==> config.mk <==
export PLATFORM = sky130hd
export DESIGN_NAME = dpram_port_arbiter_flat
export DESIGN_NICKNAME = d
export VERILOG_FILES = /design/src/rtl/dpram_port_arbiter_if.sv /design/src/rtl/dpram_port_arbiter.sv /design/src/flat_wrapper.sv
export SDC_FILE = /design/constraint.sdc
export NUM_CORES = 1
export LEC_CHECK = 0
export ABC_AREA = 1
export CORE_MARGIN = 2
export CORE_UTILIZATION = 43
export DETAILED_ROUTE_END_ITERATION = 8
export GPL_TIMING_DRIVEN = 0
export PLACE_DENSITY = 0.85
export RECOVER_POWER = 25
export SYNTH_ARGS = -nofsm -noshare
export SYNTH_HDL_FRONTEND = slang
export SYNTH_SLANG_ARGS = --single-unit
==> constraint.sdc <==
create_clock -name clk -period 4.9 [get_ports clk]
set_clock_uncertainty 0.15 [all_clocks]
set_input_delay 0.98 -clock clk [delete_from_list [all_inputs] [get_ports clk]]
set_output_delay 0.98 -clock clk [all_outputs]
set_load 0.1 [all_outputs]
==> src/rtl/dpram_port_arbiter_if.sv <==
// Bundle joining two RAM requesters and the single shared RAM port.
// The arbiter takes the slave side; requesters and RAM model take master.
interface dpram_port_arbiter_if;
  logic        m0_req;
  logic        m0_we;
  logic [8:0]  m0_addr;
  logic [1:0]  m0_sel;
  logic [15:0] m0_wdata;
  logic        m0_lock;
  logic        m0_ack;
  logic [15:0] m0_rdata;
  logic        m0_rvalid;
  logic        m1_req;
  logic        m1_we;
  logic [8:0]  m1_addr;
  logic [1:0]  m1_sel;
  logic [15:0] m1_wdata;
  logic        m1_lock;
  logic        m1_ack;
  logic [15:0] m1_rdata;
  logic        m1_rvalid;
  logic        ram_ce;
  logic        ram_we;
  logic [8:0]  ram_addr;
  logic [1:0]  ram_sel;
  logic [15:0] ram_write;
  logic [15:0] ram_read;

  modport slave (
    input  m0_req, m0_we, m0_addr, m0_sel, m0_wdata, m0_lock,
    input  m1_req, m1_we, m1_addr, m1_sel, m1_wdata, m1_lock,
    output m0_ack, m0_rdata, m0_rvalid,
    output m1_ack, m1_rdata, m1_rvalid,
    output ram_ce, ram_we, ram_addr, ram_sel, ram_write,
    input  ram_read
  );

  modport master (
    output m0_req, m0_we, m0_addr, m0_sel, m0_wdata, m0_lock,
    output m1_req, m1_we, m1_addr, m1_sel, m1_wdata, m1_lock,
    input  m0_ack, m0_rdata, m0_rvalid,
    input  m1_ack, m1_rdata, m1_rvalid,
    input  ram_ce, ram_we, ram_addr, ram_sel, ram_write,
    output ram_read
  );
endinterface

==> src/rtl/dpram_port_arbiter.sv <==
// Two-requester round-robin arbiter with lock, driving one synchronous
// RAM port; reads return three cycles after the grant edge.
module dpram_port_arbiter (
  input logic               clk,
  input logic               reset,
  dpram_port_arbiter_if.slave bus
);
  typedef enum logic [1:0] {IDLE, LOCK0, LOCK1} state_t;

  state_t      state_q, state_d;
  logic        last_q, last_d;
  logic        gnt0, gnt1, gnt, gwe;
  logic        ce_q, ce_d, we_q, we_d;
  logic [8:0]  addr_q, addr_d;
  logic [1:0]  sel_q, sel_d;
  logic [15:0] wr_q, wr_d;
  logic        ack0_q, ack0_d, ack1_q, ack1_d;
  logic        rd1_v_q, rd1_v_d, rd1_o_q, rd1_o_d;
  logic        rd2_v_q, rd2_v_d, rd2_o_q, rd2_o_d;
  logic        rv0_q, rv0_d, rv1_q, rv1_d;
  logic [15:0] rdata0_q, rdata0_d, rdata1_q, rdata1_d;

  // last_q=1 means m1 won most recently, so m0 wins the next tie
  always_comb begin
    gnt0    = 1'b0;
    gnt1    = 1'b0;
    state_d = state_q;
    last_d  = last_q;
    unique case (state_q)
      LOCK0: begin
        if (bus.m0_req) gnt0 = 1'b1;
        else            state_d = IDLE;
      end
      LOCK1: begin
        if (bus.m1_req) gnt1 = 1'b1;
        else            state_d = IDLE;
      end
      default: begin
        if (bus.m0_req && bus.m1_req) begin
          gnt0 = last_q;
          gnt1 = !last_q;
        end else begin
          gnt0 = bus.m0_req;
          gnt1 = bus.m1_req;
        end
      end
    endcase
    if (gnt0) begin
      last_d  = 1'b0;
      state_d = bus.m0_lock ? LOCK0 : IDLE;
    end
    if (gnt1) begin
      last_d  = 1'b1;
      state_d = bus.m1_lock ? LOCK1 : IDLE;
    end
  end

  always_comb begin
    gnt      = gnt0 | gnt1;
    gwe      = gnt0 ? bus.m0_we : bus.m1_we;
    ce_d     = gnt;
    we_d     = gnt & gwe;
    addr_d   = addr_q;
    sel_d    = sel_q;
    wr_d     = wr_q;
    if (gnt0) begin
      addr_d = bus.m0_addr;
      sel_d  = bus.m0_sel;
      wr_d   = bus.m0_wdata;
    end else if (gnt1) begin
      addr_d = bus.m1_addr;
      sel_d  = bus.m1_sel;
      wr_d   = bus.m1_wdata;
    end
    ack0_d   = gnt0;
    ack1_d   = gnt1;
    rd1_v_d  = gnt & !gwe;
    rd1_o_d  = gnt1;
    rd2_v_d  = rd1_v_q;
    rd2_o_d  = rd1_o_q;
    rv0_d    = rd2_v_q & !rd2_o_q;
    rv1_d    = rd2_v_q & rd2_o_q;
    rdata0_d = rv0_d ? bus.ram_read : rdata0_q;
    rdata1_d = rv1_d ? bus.ram_read : rdata1_q;
  end

  always_ff @(posedge clk) begin
    if (reset) begin
      state_q  <= IDLE;
      last_q   <= 1'b1;
      ce_q     <= 1'b0;
      we_q     <= 1'b0;
      addr_q   <= '0;
      sel_q    <= '0;
      wr_q     <= '0;
      ack0_q   <= 1'b0;
      ack1_q   <= 1'b0;
      rd1_v_q  <= 1'b0;
      rd1_o_q  <= 1'b0;
      rd2_v_q  <= 1'b0;
      rd2_o_q  <= 1'b0;
      rv0_q    <= 1'b0;
      rv1_q    <= 1'b0;
      rdata0_q <= '0;
      rdata1_q <= '0;
    end else begin
      state_q  <= state_d;
      last_q   <= last_d;
      ce_q     <= ce_d;
      we_q     <= we_d;
      addr_q   <= addr_d;
      sel_q    <= sel_d;
      wr_q     <= wr_d;
      ack0_q   <= ack0_d;
      ack1_q   <= ack1_d;
      rd1_v_q  <= rd1_v_d;
      rd1_o_q  <= rd1_o_d;
      rd2_v_q  <= rd2_v_d;
      rd2_o_q  <= rd2_o_d;
      rv0_q    <= rv0_d;
      rv1_q    <= rv1_d;
      rdata0_q <= rdata0_d;
      rdata1_q <= rdata1_d;
    end
  end

  assign bus.ram_ce    = ce_q;
  assign bus.ram_we    = we_q;
  assign bus.ram_addr  = addr_q;
  assign bus.ram_sel   = sel_q;
  assign bus.ram_write = wr_q;
  assign bus.m0_ack    = ack0_q;
  assign bus.m1_ack    = ack1_q;
  assign bus.m0_rvalid = rv0_q;
  assign bus.m1_rvalid = rv1_q;
  assign bus.m0_rdata  = rdata0_q;
  assign bus.m1_rdata  = rdata1_q;
endmodule
==> src/flat_wrapper.sv <==
// flat-port wrapper written by rule: the top's interface ports become plain ports
module dpram_port_arbiter_flat 
  (clk, reset, bus_m0_req, bus_m0_we, bus_m0_addr, bus_m0_sel, bus_m0_wdata, bus_m0_lock, bus_m1_req, bus_m1_we, bus_m1_addr, bus_m1_sel, bus_m1_wdata, bus_m1_lock, bus_m0_ack, bus_m0_rdata, bus_m0_rvalid, bus_m1_ack, bus_m1_rdata, bus_m1_rvalid, bus_ram_ce, bus_ram_we, bus_ram_addr, bus_ram_sel, bus_ram_write, bus_ram_read);
  dpram_port_arbiter_if bus_i ();
  input logic clk;
  input logic reset;
  input wire logic [$bits(bus_i.m0_req)-1:0] bus_m0_req;
  input wire logic [$bits(bus_i.m0_we)-1:0] bus_m0_we;
  input wire logic [$bits(bus_i.m0_addr)-1:0] bus_m0_addr;
  input wire logic [$bits(bus_i.m0_sel)-1:0] bus_m0_sel;
  input wire logic [$bits(bus_i.m0_wdata)-1:0] bus_m0_wdata;
  input wire logic [$bits(bus_i.m0_lock)-1:0] bus_m0_lock;
  input wire logic [$bits(bus_i.m1_req)-1:0] bus_m1_req;
  input wire logic [$bits(bus_i.m1_we)-1:0] bus_m1_we;
  input wire logic [$bits(bus_i.m1_addr)-1:0] bus_m1_addr;
  input wire logic [$bits(bus_i.m1_sel)-1:0] bus_m1_sel;
  input wire logic [$bits(bus_i.m1_wdata)-1:0] bus_m1_wdata;
  input wire logic [$bits(bus_i.m1_lock)-1:0] bus_m1_lock;
  output wire logic [$bits(bus_i.m0_ack)-1:0] bus_m0_ack;
  output wire logic [$bits(bus_i.m0_rdata)-1:0] bus_m0_rdata;
  output wire logic [$bits(bus_i.m0_rvalid)-1:0] bus_m0_rvalid;
  output wire logic [$bits(bus_i.m1_ack)-1:0] bus_m1_ack;
  output wire logic [$bits(bus_i.m1_rdata)-1:0] bus_m1_rdata;
  output wire logic [$bits(bus_i.m1_rvalid)-1:0] bus_m1_rvalid;
  output wire logic [$bits(bus_i.ram_ce)-1:0] bus_ram_ce;
  output wire logic [$bits(bus_i.ram_we)-1:0] bus_ram_we;
  output wire logic [$bits(bus_i.ram_addr)-1:0] bus_ram_addr;
  output wire logic [$bits(bus_i.ram_sel)-1:0] bus_ram_sel;
  output wire logic [$bits(bus_i.ram_write)-1:0] bus_ram_write;
  input wire logic [$bits(bus_i.ram_read)-1:0] bus_ram_read;
  assign bus_i.m0_req = bus_m0_req;
  assign bus_i.m0_we = bus_m0_we;
  assign bus_i.m0_addr = bus_m0_addr;
  assign bus_i.m0_sel = bus_m0_sel;
  assign bus_i.m0_wdata = bus_m0_wdata;
  assign bus_i.m0_lock = bus_m0_lock;
  assign bus_i.m1_req = bus_m1_req;
  assign bus_i.m1_we = bus_m1_we;
  assign bus_i.m1_addr = bus_m1_addr;
  assign bus_i.m1_sel = bus_m1_sel;
  assign bus_i.m1_wdata = bus_m1_wdata;
  assign bus_i.m1_lock = bus_m1_lock;
  assign bus_m0_ack = bus_i.m0_ack;
  assign bus_m0_rdata = bus_i.m0_rdata;
  assign bus_m0_rvalid = bus_i.m0_rvalid;
  assign bus_m1_ack = bus_i.m1_ack;
  assign bus_m1_rdata = bus_i.m1_rdata;
  assign bus_m1_rvalid = bus_i.m1_rvalid;
  assign bus_ram_ce = bus_i.ram_ce;
  assign bus_ram_we = bus_i.ram_we;
  assign bus_ram_addr = bus_i.ram_addr;
  assign bus_ram_sel = bus_i.ram_sel;
  assign bus_ram_write = bus_i.ram_write;
  assign bus_i.ram_read = bus_ram_read;
  dpram_port_arbiter u_core (.clk(clk), .reset(reset), .bus(bus_i));
endmodule
==> run_results.csv, run 1 <==
group,metric,value,unit
synth,synth-simple-area-share,0.337,
synth,syn_area_per_cell,7.23,µm²
setup_path,crit_arrival,1.85,ns
placement,io_buffer_count,142,
setup_path,max_stage_delay,1.14,ns
power,combPwrFrac,0.426,
route,route.detailed.drc,0,
route,first_pass_iters,4,
finish,n_fill_cell,531,
synth,synth_fa_ha_area_frac,0.00861,
die,pin_count,143,
setup_path,cp_top_family,"buffers and inverters",
grt,grt_pass1_wl,13800,µm
power,peakVddDrop,0.000300,V
route,routed_wirelength,8740,µm
synth,yosys-top-cells-count,"nand3_1 (87), nor2_1 (72), dfxtp_1 (71), nand2_1 (64), inv_1 (37)",
route,antenna_left,0,
setup_path,cp_max_fo,2,
timing,slew_headroom,0.328,
route,vias_per_cell,4.96,
finish,antenna_cells,0,
clock_network,post-cts-setup-buffer-count,0,
finish,layout-drive-gt1-share,0.0661,
synth,yosysTopAreaCell,"dfxtp_1",
timing,rsz0062_at_grt,"no",
clock_network,clock_path_buffers,2,
finish,final_core_util,0.716,
clock_network,cts_hold_buf,0,
timing,fmax,336,MHz
synth,ys_seq_elements,71,
synth,synthTopCellsByArea,"dfxtp_1 (49%), nand3_1 (15%), nor2_1 (9.3%)",
clock_network,clk_pin_slew,0.08,ns
power,power_switching_share,0.436,
synth,synth_top_area_share,0.489,
power,cellPowerDensity,432,nW/µm²
synth,synthDistinctLibCells,21,
grt,antenna_found_initial,0,
route,drt-wirelength-per-cell,13.7,µm
run,drv_cap,0,
synth,synth_xor_area_frac,0,
synth,synth_most_common_cell,"nand3_1",
timing,fin_tns_setup,0,ns
die,rows,29,
clock_network,cts_root_buffer,"clkbuf_8",
power,pwr-share-clk,0.239,
synth,synth_ff_type,"dfxtp_1",
timing,period_share,0.607,
clock_network,htreeDepth,3,
synth,synth_edf_count,0,
die,die_y,86.2,µm
synth,ys_seq_area_frac,0.489,
grt,grt_pass1_vias,3002,
setup_path,cp_slowest_cell,"clkdlybuf4s50_1",
clock_network,cts_buffers,9,
synth,ys_warn_count,0,
setup_path,start_kind,"flip-flop",
route,drt_iter0_markers,144,
clock_network,cts_tree,"built",
route,vias,3162,
clock_network,postCtsResizedCells,0,
finish,area_growth,59.2,%
timing,finalHoldWorstSlack,0.250,ns
die,start_util,0.450,
die,fp.dieW,86.2,µm
timing,report.final.slew_viol_count,0,
timing,tightest_slew,1.01,ns
setup_path,critPathKind,"flip-flop to output port",
grt,grt-ovfl-total,0,
finish,fin_nets,635,
synth,synthArstFlopShare,0,
synth,synth_top_family_by_area,"simple AND/OR/NAND/NOR gates",
timing,setup_viol,0,
setup_path,crit_chain,"clkdlybuf4s50_1",
power,seqPwrFrac,0.334,
setup_path,critPathRequiredTime,3.77,ns
timing,min_period,2.98,ns
die,core_area,6460,µm²
synth,synth_area,2910,µm²
clock_network,clkLatencyLatePin,0.34,ns
grt,grtUsageTotal,0.236,
power,p_int,1.13,mW
timing,hold_viol_final,0,
outcome,status,"finished, final reports clean",
synth,synth-compound-area-share,0.0611,
grt,grt_max_degree,14,
die,dieArea,7430,µm²
placement,dp_hpwl,6470,µm
worst_hold_path,hold_path_class,"flip-flop to flip-flop",
clock_network,cts.sinks,71,
power,p_leak,2.08,nW
setup_path,critical_path.endpoint_type,"output port",
power,switching_power,871,µW
synth,synth.mux.area_fraction,0,
synth,syn_nets,482,
placement,gp_congestion,0.797,
synth,postSynthCellCount,402,
power,total_power,2.00,mW
setup_path,worst-path-buf-inv,1,
==> through the flow <==
stage / area, µm² / instances / worst slack (ns)
2_1_floorplan: 2910 / 402 / 2.85
3_3_place_gp: 4420 / 621 / 2.22
3_5_place_dp: 4420 / 621 / 2.19
4_1_cts: 4630 / 637 / 1.92
5_1_grt: 4630 / 637 / 1.89
6_report: 4630 / 637 / 1.92
==> state kept, by name, indices dropped and copies added (netlist names) <==
signal and count:
u_core.last_q 1, u_core.bus.m1_rdata 16, u_core.rd1_v_q 1, u_core.bus.ram_write 16, u_core.bus.m0_rvalid 1, u_core.bus.ram_we 1
u_core.bus.ram_sel 2, u_core.bus.m1_ack 1, u_core.bus.m0_ack 1, u_core.state_q 2, u_core.rd2_o_q 1, u_core.rd2_v_q 1
u_core.bus.ram_addr 9, u_core.bus.m1_rvalid 1, u_core.bus.m0_rdata 16, u_core.bus.ram_ce 1
==> kinds of logic (layout without fill, tap and decap cells) <==
group | count (synthesis) | after routing
adders and majority gates | 2 | 2
buffers and inverters | 66 | 224
DFF | 71 | 71
and+or+nand+nor | 228 | 228
AOI/OAI and AO/OA | 35 | 35
==> per-layer routing <==
layer / up-vias / global-route usage / routed length [µm]
met5: - / 0 / 0
met4: 0 / 0.102 / 194
met3: 15 / 0.0390 / 455
met2: 101 / 0.421 / 4430
met1: 1457 / 0.278 / 3660
li1: 1589 / - / -
==> power by group through the flow <==
stage / Sequential, mW / Clock (mW) / Combinational, mW
finish: 0.668 / 0.478 / 0.853
global route: 0.675 / 0.512 / 0.897
CTS: 0.668 / 0.487 / 0.854
detailed placement: 0.680 / 0 / 0.851
global placement: 0.678 / 0 / 0.843
floorplan: 1.07 / 0 / 0.225
==> path summary, 6_finish.rpt <==
| path | slack (ns) | to | cells after the start | from |
|---|---|---|---|---|
| max reg2reg | 2.77 | u_core.bus.ram_we$_SDFF_PP0_ | 8 | u_core.state_q[0]$_SDFFE_PP0P_ |
| min reg2reg | 0.25 | u_core.rd2_v_q$_SDFF_PP0_ | 2 | u_core.rd1_v_q$_SDFF_PP0_ |
| min | 0.25 | u_core.rd2_v_q$_SDFF_PP0_ | 2 | u_core.rd1_v_q$_SDFF_PP0_ |
| max | 1.92 | bus_ram_write[1] | 1 | u_core.bus.ram_write[1]$_SDFFE_PP0P_ |
==> final cells by class <==
type / count / area (µm²) / share of cell area
timing repair buffer: 142 / 1420 / 0.307
sequential: 71 / 1420 / 0.307
multi-input combinational: 265 / 1180 / 0.256
tap: 77 / 96.3 / 0.0208
clock buffer: 10 / 138 / 0.0297
inverter: 40 / 150 / 0.0324
clock inverter: 6 / 68.8 / 0.0149
buffer: 26 / 148 / 0.0319
==> worst min-delay path, delay by kind of cell, from the launching register on <==
kind | cells | cell delay, ns
DFF | 1 | 0.30
buffers and inverters | 1 | 0.04
and+or+nand+nor | 1 | 0.03
==> placed cells by master, fill, tap and decap left out, types with 2 or more instances in the layout <==
master / instances
nor2_1: 72
clkdlybuf4s50_1: 141
o21ai_0: 33
clkbuf_1: 9
buf_6: 4
nand3_1: 87
inv_2: 2
buf_4: 2
buf_2: 10
inv_1: 37
clkbuf_8: 10
nand2_1: 64
clkinv_4: 2
dfxtp_1: 71
ha_1: 2
Note: power is estimated with default switching activity, not from simulation.
==> run 2: changes to the inputs <==
--- a/config.mk
+++ b/config.mk
@@ -7,10 +7,10 @@
 export LEC_CHECK = 0
 export ABC_AREA = 1
 export CORE_MARGIN = 2
-export CORE_UTILIZATION = 43
+export CORE_UTILIZATION = 36
 export DETAILED_ROUTE_END_ITERATION = 8
 export GPL_TIMING_DRIVEN = 0
-export PLACE_DENSITY = 0.85
+export PLACE_DENSITY = 0.76
 export RECOVER_POWER = 25
 export SYNTH_ARGS = -nofsm -noshare
 export SYNTH_HDL_FRONTEND = slang
==> constraint.sdc (replaced) <==
create_clock -name clk -period 2.5 [get_ports clk]
set_clock_uncertainty 0.15 [all_clocks]
set_input_delay 0.5 -clock clk [delete_from_list [all_inputs] [get_ports clk]]
set_output_delay 0.5 -clock clk [all_outputs]
set_load 0.1 [all_outputs]
==> run_results.csv, run 2 (synthesis gave the netlist of run 1 again) <==
group,metric,value,unit
die,die_y,93.9,µm
placement,io_buffer_count,142,
setup_path,critPathKind,"flip-flop to output port",
clock_network,cts_tree,"built",
timing,setup_viol,0,
die,pin_count,143,
route,routed_wirelength,8670,µm
die,start_util,0.374,
timing,hold_viol_final,0,
timing,period_share,0.987,
timing,tightest_slew,1.01,ns
clock_network,cts_buffers,9,
setup_path,max_stage_delay,1.14,ns
grt,antenna_found_initial,0,
route,drt-wirelength-per-cell,13.1,µm
clock_network,post-cts-setup-buffer-count,0,
die,dieArea,8810,µm²
grt,grtUsageTotal,0.198,
worst_hold_path,hold_path_class,"flip-flop to flip-flop",
die,fp.dieW,93.9,µm
placement,gp_congestion,0.848,
setup_path,critical_path.endpoint_type,"output port",
clock_network,cts_hold_buf,0,
setup_path,r2r-start,"u_core.state_q[0]$_SDFFE_PP0P_",
clock_network,clk_pin_slew,0.08,ns
grt,grt-ovfl-total,0,
setup_path,crit_arrival,1.82,ns
worst_hold_path,min_path_cells,2,
setup_path,start_kind,"flip-flop",
setup_path,cp_top_family,"buffers and inverters",
power,cellPowerDensity,855,nW/µm²
timing,rsz0062_at_grt,"no",
route,first_pass_iters,5,
setup_path,crit_chain,"clkdlybuf4s50_1",
setup_path,critPathRequiredTime,1.85,ns
run,drv_cap,0,
die,rows,32,
worst_hold_path,worstHoldStart,"u_core.rd1_v_q$_SDFF_PP0_",
timing,report.final.slew_viol_count,0,
grt,grt_pass1_wl,13600,µm
finish,seqCellArea,1420,µm²
route,route.detailed.drc,0,
clock_network,htreeDepth,3,
placement,place_area,4460,µm²
timing,fin_tns_setup,0,ns
setup_path,rrSetupSlack,0.55,ns
setup_path,r2r_end,"u_core.bus.ram_write[11]$_SDFFE_PP0P_",
finish,n_fill_cell,699,
route,vias_per_cell,4.75,
finish,multi_input_area,1180,µm²
finish,area_growth,64.6,%
finish,antenna_cells,0,
route,antenna_left,0,
placement,dp_hpwl,6580,µm
setup_path,reg2regPathDepth,11,
route,drt_iter0_markers,101,
timing,min_period,2.47,ns
setup_path,worst-path-buf-inv,1,
timing,fmax,405,MHz
power,peakVddDrop,0.000420,V
setup_path,cp_slowest_cell,"clkdlybuf4s50_1",
grt,grt_max_degree,14,
die,core_area,7770,µm²
route,vias,3146,
timing,finalHoldWorstSlack,0.255,ns
setup_path,cp_max_fo,2,
clock_network,clock_path_buffers,2,
clock_network,clkLatencyLatePin,0.34,ns
clock_network,cts.sinks,71,
grt,grt_pass1_vias,2906,
finish,layout-drive-gt1-share,0.0643,
timing,slew_headroom,0.326,
outcome,status,"finished, final reports clean",
power,p_leak,2.83,nW
clock_network,cts_root_buffer,"clkbuf_8",
finish,fin_nets,635,
finish,fin_area,4780,µm²
finish,final_cell_mix,"nand3_1 (87), clkdlybuf4s50_1 (87), nor2_1 (73), dfxtp_1 (71), nand2_1 (64)",
worst_hold_path,min_to,"u_core.rd2_v_q$_SDFF_PP0_",
==> run 2: cell count changes in the layout (fill, tap and decap cells not counted), moves of 2 or more <==
cell             before  now
clkdlybuf4s50_1     141   87
dlygate4sd2_1         0   15
clkinv_4              2    0
buf_1                 1    3
dlymetal6s2s_1        0   39
clkbuf_1              9    7
bufinv_16             1    3
==> run 2: routing by layer <==
| metal | wire [µm] | global-route usage | vias up |
|---|---|---|---|
| met5 | 0 | 0 | - |
| met3 | 906 | 0.0706 | 14 |
| met2 | 4050 | 0.333 | 143 |
| met1 | 3570 | 0.233 | 1401 |
| li1 | - | - | 1588 |
| met4 | 147 | 0.0700 | 0 |
==> run 2: timing repair <==
action,4_1_cts,5_1_grt
resized for setup,15,39
endpoints found under the setup margin,15,39
cloned,0,0
==> run 2: worst max path at each step <==
stage	from	slack [ns]	end	cells past startpoint
floorplan	u_core.state_q[0]$_SDFFE_PP0P_	0.82	u_core.bus.ram_addr[0]$_SDFFE_PP0P_	12
global placement	bus_m1_req	0.34	u_core.bus.ram_addr[0]$_SDFFE_PP0P_	12
detailed placement	bus_m1_req	0.28	u_core.bus.ram_addr[1]$_SDFFE_PP0P_	12
CTS	u_core.bus.m0_rdata[1]$_SDFFE_PP0P_	0.00009	bus_m0_rdata[1]	1
global route	u_core.bus.m1_rdata[7]$_SDFFE_PP0P_	0.0005	bus_m1_rdata[7]	1
finish	u_core.bus.ram_write[3]$_SDFFE_PP0P_	0.03	bus_ram_write[3]	1
==> run 2: power by group <==
part	internal, mW	switching (mW)
clock network	0.697	0.449
registers	1.25	0.0598
logic	0.442	1.19
==> run 2: final cells by class <==
class	instances	area share
repair buffers	142	0.314
flip-flops and latches	71	0.297
multi-input cells	265	0.247
plain buffers	26	0.0314
inverters	40	0.0314
clock buffers	10	0.0288
well taps	102	0.0267
clock inverters	6	0.0241
==> run 2: metrics by stage <==
| step | util | power [mW] | setup slack (ns) | cells |
|---|---|---|---|---|
| 6_report | 0.616 | 4.09 | 0.0323 | 662 |
| 5_1_grt | 0.616 | 4.28 | 0.000515 | 662 |
| 4_1_cts | 0.604 | 4.13 | 0.0000892 | 662 |
| 3_5_place_dp | 0.574 | 3.01 | 0.277 | 646 |
| 3_3_place_gp | 0.574 | 2.99 | 0.336 | 646 |
| 2_1_floorplan | - | 2.54 | 0.821 | 402 |
==> run 3: changes to the inputs <==
--- a/config.mk
+++ b/config.mk
@@ -6,11 +6,14 @@
 export NUM_CORES = 1
 export LEC_CHECK = 0
 export ABC_AREA = 1
+export CELL_PAD_IN_SITES_DETAIL_PLACEMENT = 1
+export CELL_PAD_IN_SITES_GLOBAL_PLACEMENT = 1
+export CORE_ASPECT_RATIO = 0.9
 export CORE_MARGIN = 2
-export CORE_UTILIZATION = 36
+export CORE_UTILIZATION = 25
 export DETAILED_ROUTE_END_ITERATION = 8
 export GPL_TIMING_DRIVEN = 0
-export PLACE_DENSITY = 0.76
+export PLACE_DENSITY_LB_ADDON = 0.1
 export RECOVER_POWER = 25
 export SYNTH_ARGS = -nofsm -noshare
 export SYNTH_HDL_FRONTEND = slang
==> run_results.csv, run 3 (synthesis gave the netlist of run 1 again) <==
group,metric,value,unit
outcome,status,"finished, final reports clean",
worst_hold_path,worstHoldStart,"u_core.rd1_v_q$_SDFF_PP0_",
power,cellPowerDensity,901,nW/µm²
finish,antenna_cells,0,
clock_network,post-cts-setup-buffer-count,0,
timing,slew_headroom,0.321,
setup_path,cp_slowest_cell,"clkdlybuf4s50_1",
grt,grt-ovfl-total,0,
power,p_leak,2.42,nW
die,dieArea,12500,µm²
route,antenna_left,0,
timing,rsz0062_at_grt,"no",
power,pwr-share-clk,0.322,
route,vias_per_cell,4.42,
placement,place_ws,0.287,ns
setup_path,r2r-start,"u_core.state_q[0]$_SDFFE_PP0P_",
route,route.detailed.drc,0,
grt,grtUsageTotal,0.166,
finish,fin_area,4880,µm²
setup_path,critPathRequiredTime,1.85,ns
die,fp.dieW,118,µm
timing,hold_viol_final,0,
timing,timing.final.ws_setup,0.0404,ns
clock_network,htreeDepth,3,
finish,n_fill_cell,1420,
route,first_pass_iters,4,
clock_network,cts_tree,"built",
die,rows,37,
grt,grt_pass1_wl,16600,µm
finish,area_growth,68.1,%
power,switching_power,1.77,mW
placement,gp_congestion,0.741,
die,die_y,106,µm
placement,dp_hpwl,7510,µm
run,drv_cap,0,
placement,place_area,4520,µm²
clock_network,cts_buffers,9,
finish,layout-drive-gt1-share,0.0589,
die,pin_count,143,
route,routed_wirelength,9920,µm
setup_path,critical_path.endpoint_type,"output port",
timing,tightest_slew,1.02,ns
clock_network,clock_path_buffers,2,
setup_path,cp_max_fo,2,
timing,min_period,2.46,ns
timing,fmax,407,MHz
clock_network,clkLatencyLatePin,0.33,ns
setup_path,startpoint,"u_core.bus.m1_rdata[13]$_SDFFE_PP0P_",
timing,fin_tns_setup,0,ns
power,combPwrFrac,0.380,
die,start_util,0.255,
power,p_int,2.63,mW
grt,grt_pass1_vias,3394,
finish,mostFrequentLayoutCell,"clkdlybuf4s50_1",
setup_path,worst-path-buf-inv,1,
setup_path,cp_top_family,"buffers and inverters",
setup_path,crit_arrival,1.81,ns
grt,antenna_found_initial,0,
power,power_switching_share,0.402,
timing,report.final.slew_viol_count,0,
placement,io_buffer_count,142,
route,vias,3163,
setup_path,crit_chain,"clkdlybuf4s50_1",
clock_network,cts_root_buffer,"clkbuf_16",
die,core_area,11400,µm²
setup_path,start_kind,"flip-flop",
power,peakVddDrop,0.000436,V
finish,fin_nets,635,
worst_hold_path,hold_path_class,"flip-flop to flip-flop",
power,seqPwrFrac,0.298,
grt,grt_max_degree,13,
route,drt_iter0_markers,89,
timing,period_share,0.984,
setup_path,max_stage_delay,1.15,ns
clock_network,clk_pin_slew,0.06,ns
power,total_power,4.40,mW
route,drt-wirelength-per-cell,13.9,µm
setup_path,critPathKind,"flip-flop to output port",
timing,setup_viol,0,
finish,final_cell_mix,"clkdlybuf4s50_1 (120), nand3_1 (87), nor2_1 (73), dfxtp_1 (71), nand2_1 (64)",
clock_network,cts.sinks,71,
finish,final_core_util,0.429,
[run 3: path summary, 6_finish.rpt]
| kind | cells after the start | slack (ns) | to |
|---|---|---|---|
| setup / recovery | 1 | 0.04 | bus_m1_rdata[13] |
| hold / removal | 2 | 0.26 | u_core.rd2_v_q$_SDFF_PP0_ |
| setup reg to reg | 11 | 0.28 | u_core.bus.ram_write[14]$_SDFFE_PP0P_ |
| hold reg to reg | 2 | 0.26 | u_core.rd2_v_q$_SDFF_PP0_ |
[run 3: tightest hold or removal path: stages (launching register included)]
cell and delay (ns):
dfxtp_1 0.30, inv_1 0.04, nor2_1 0.03
[run 3: timing repair]
item                       4_1_cts  5_1_grt
setup endpoints to repair        4       17
resized for setup                4       17
hold buffers                     0        0
pin swaps                        0        0
gates cloned                     0        0
[run 3: cell type report]
cell class              count  area (µm²)  share of cell area
repair buffers            142        1460               0.299
flip-flops and latches     71        1420               0.291
multi-input cells         265        1180               0.242
clock buffers              11         253              0.0517
well taps                 156         195              0.0400
inverters                  40         150              0.0307
plain buffers              26         145              0.0297
clock inverters             5        80.1              0.0164
[run 3: power groups by stage]
stage | sequential, mW | combinational (mW) | clock [mW]
2_1_floorplan | 2.10 | 0.442 | 0
3_3_place_gp | 1.33 | 1.69 | 0
3_5_place_dp | 1.34 | 1.70 | 0
4_1_cts | 1.31 | 1.70 | 1.46
5_1_grt | 1.32 | 1.79 | 1.51
6_report | 1.31 | 1.67 | 1.42
[run 3: per-stage QoR]
| stage | hold slack [ns] | cells |
|---|---|---|
| global placement | 0.253 | 700 |
| CTS | 0.264 | 716 |
| finish | 0.260 | 716 |
| floorplan | 0.238 | 402 |
| detailed placement | 0.251 | 700 |
| global route | 0.282 | 716 |
[run 3: per-layer routing]
layer | GRT usage | wire [µm] | up-vias | part of all wire
met3 | 0.0461 | 486 | 8 | 0.049
met4 | 0.0448 | 89 | 0 | 0.0090
met1 | 0.200 | 4560 | 1497 | 0.46
li1 | - | - | 1587 | -
met5 | 0 | 0 | - | 0
met2 | 0.291 | 4790 | 71 | 0.48
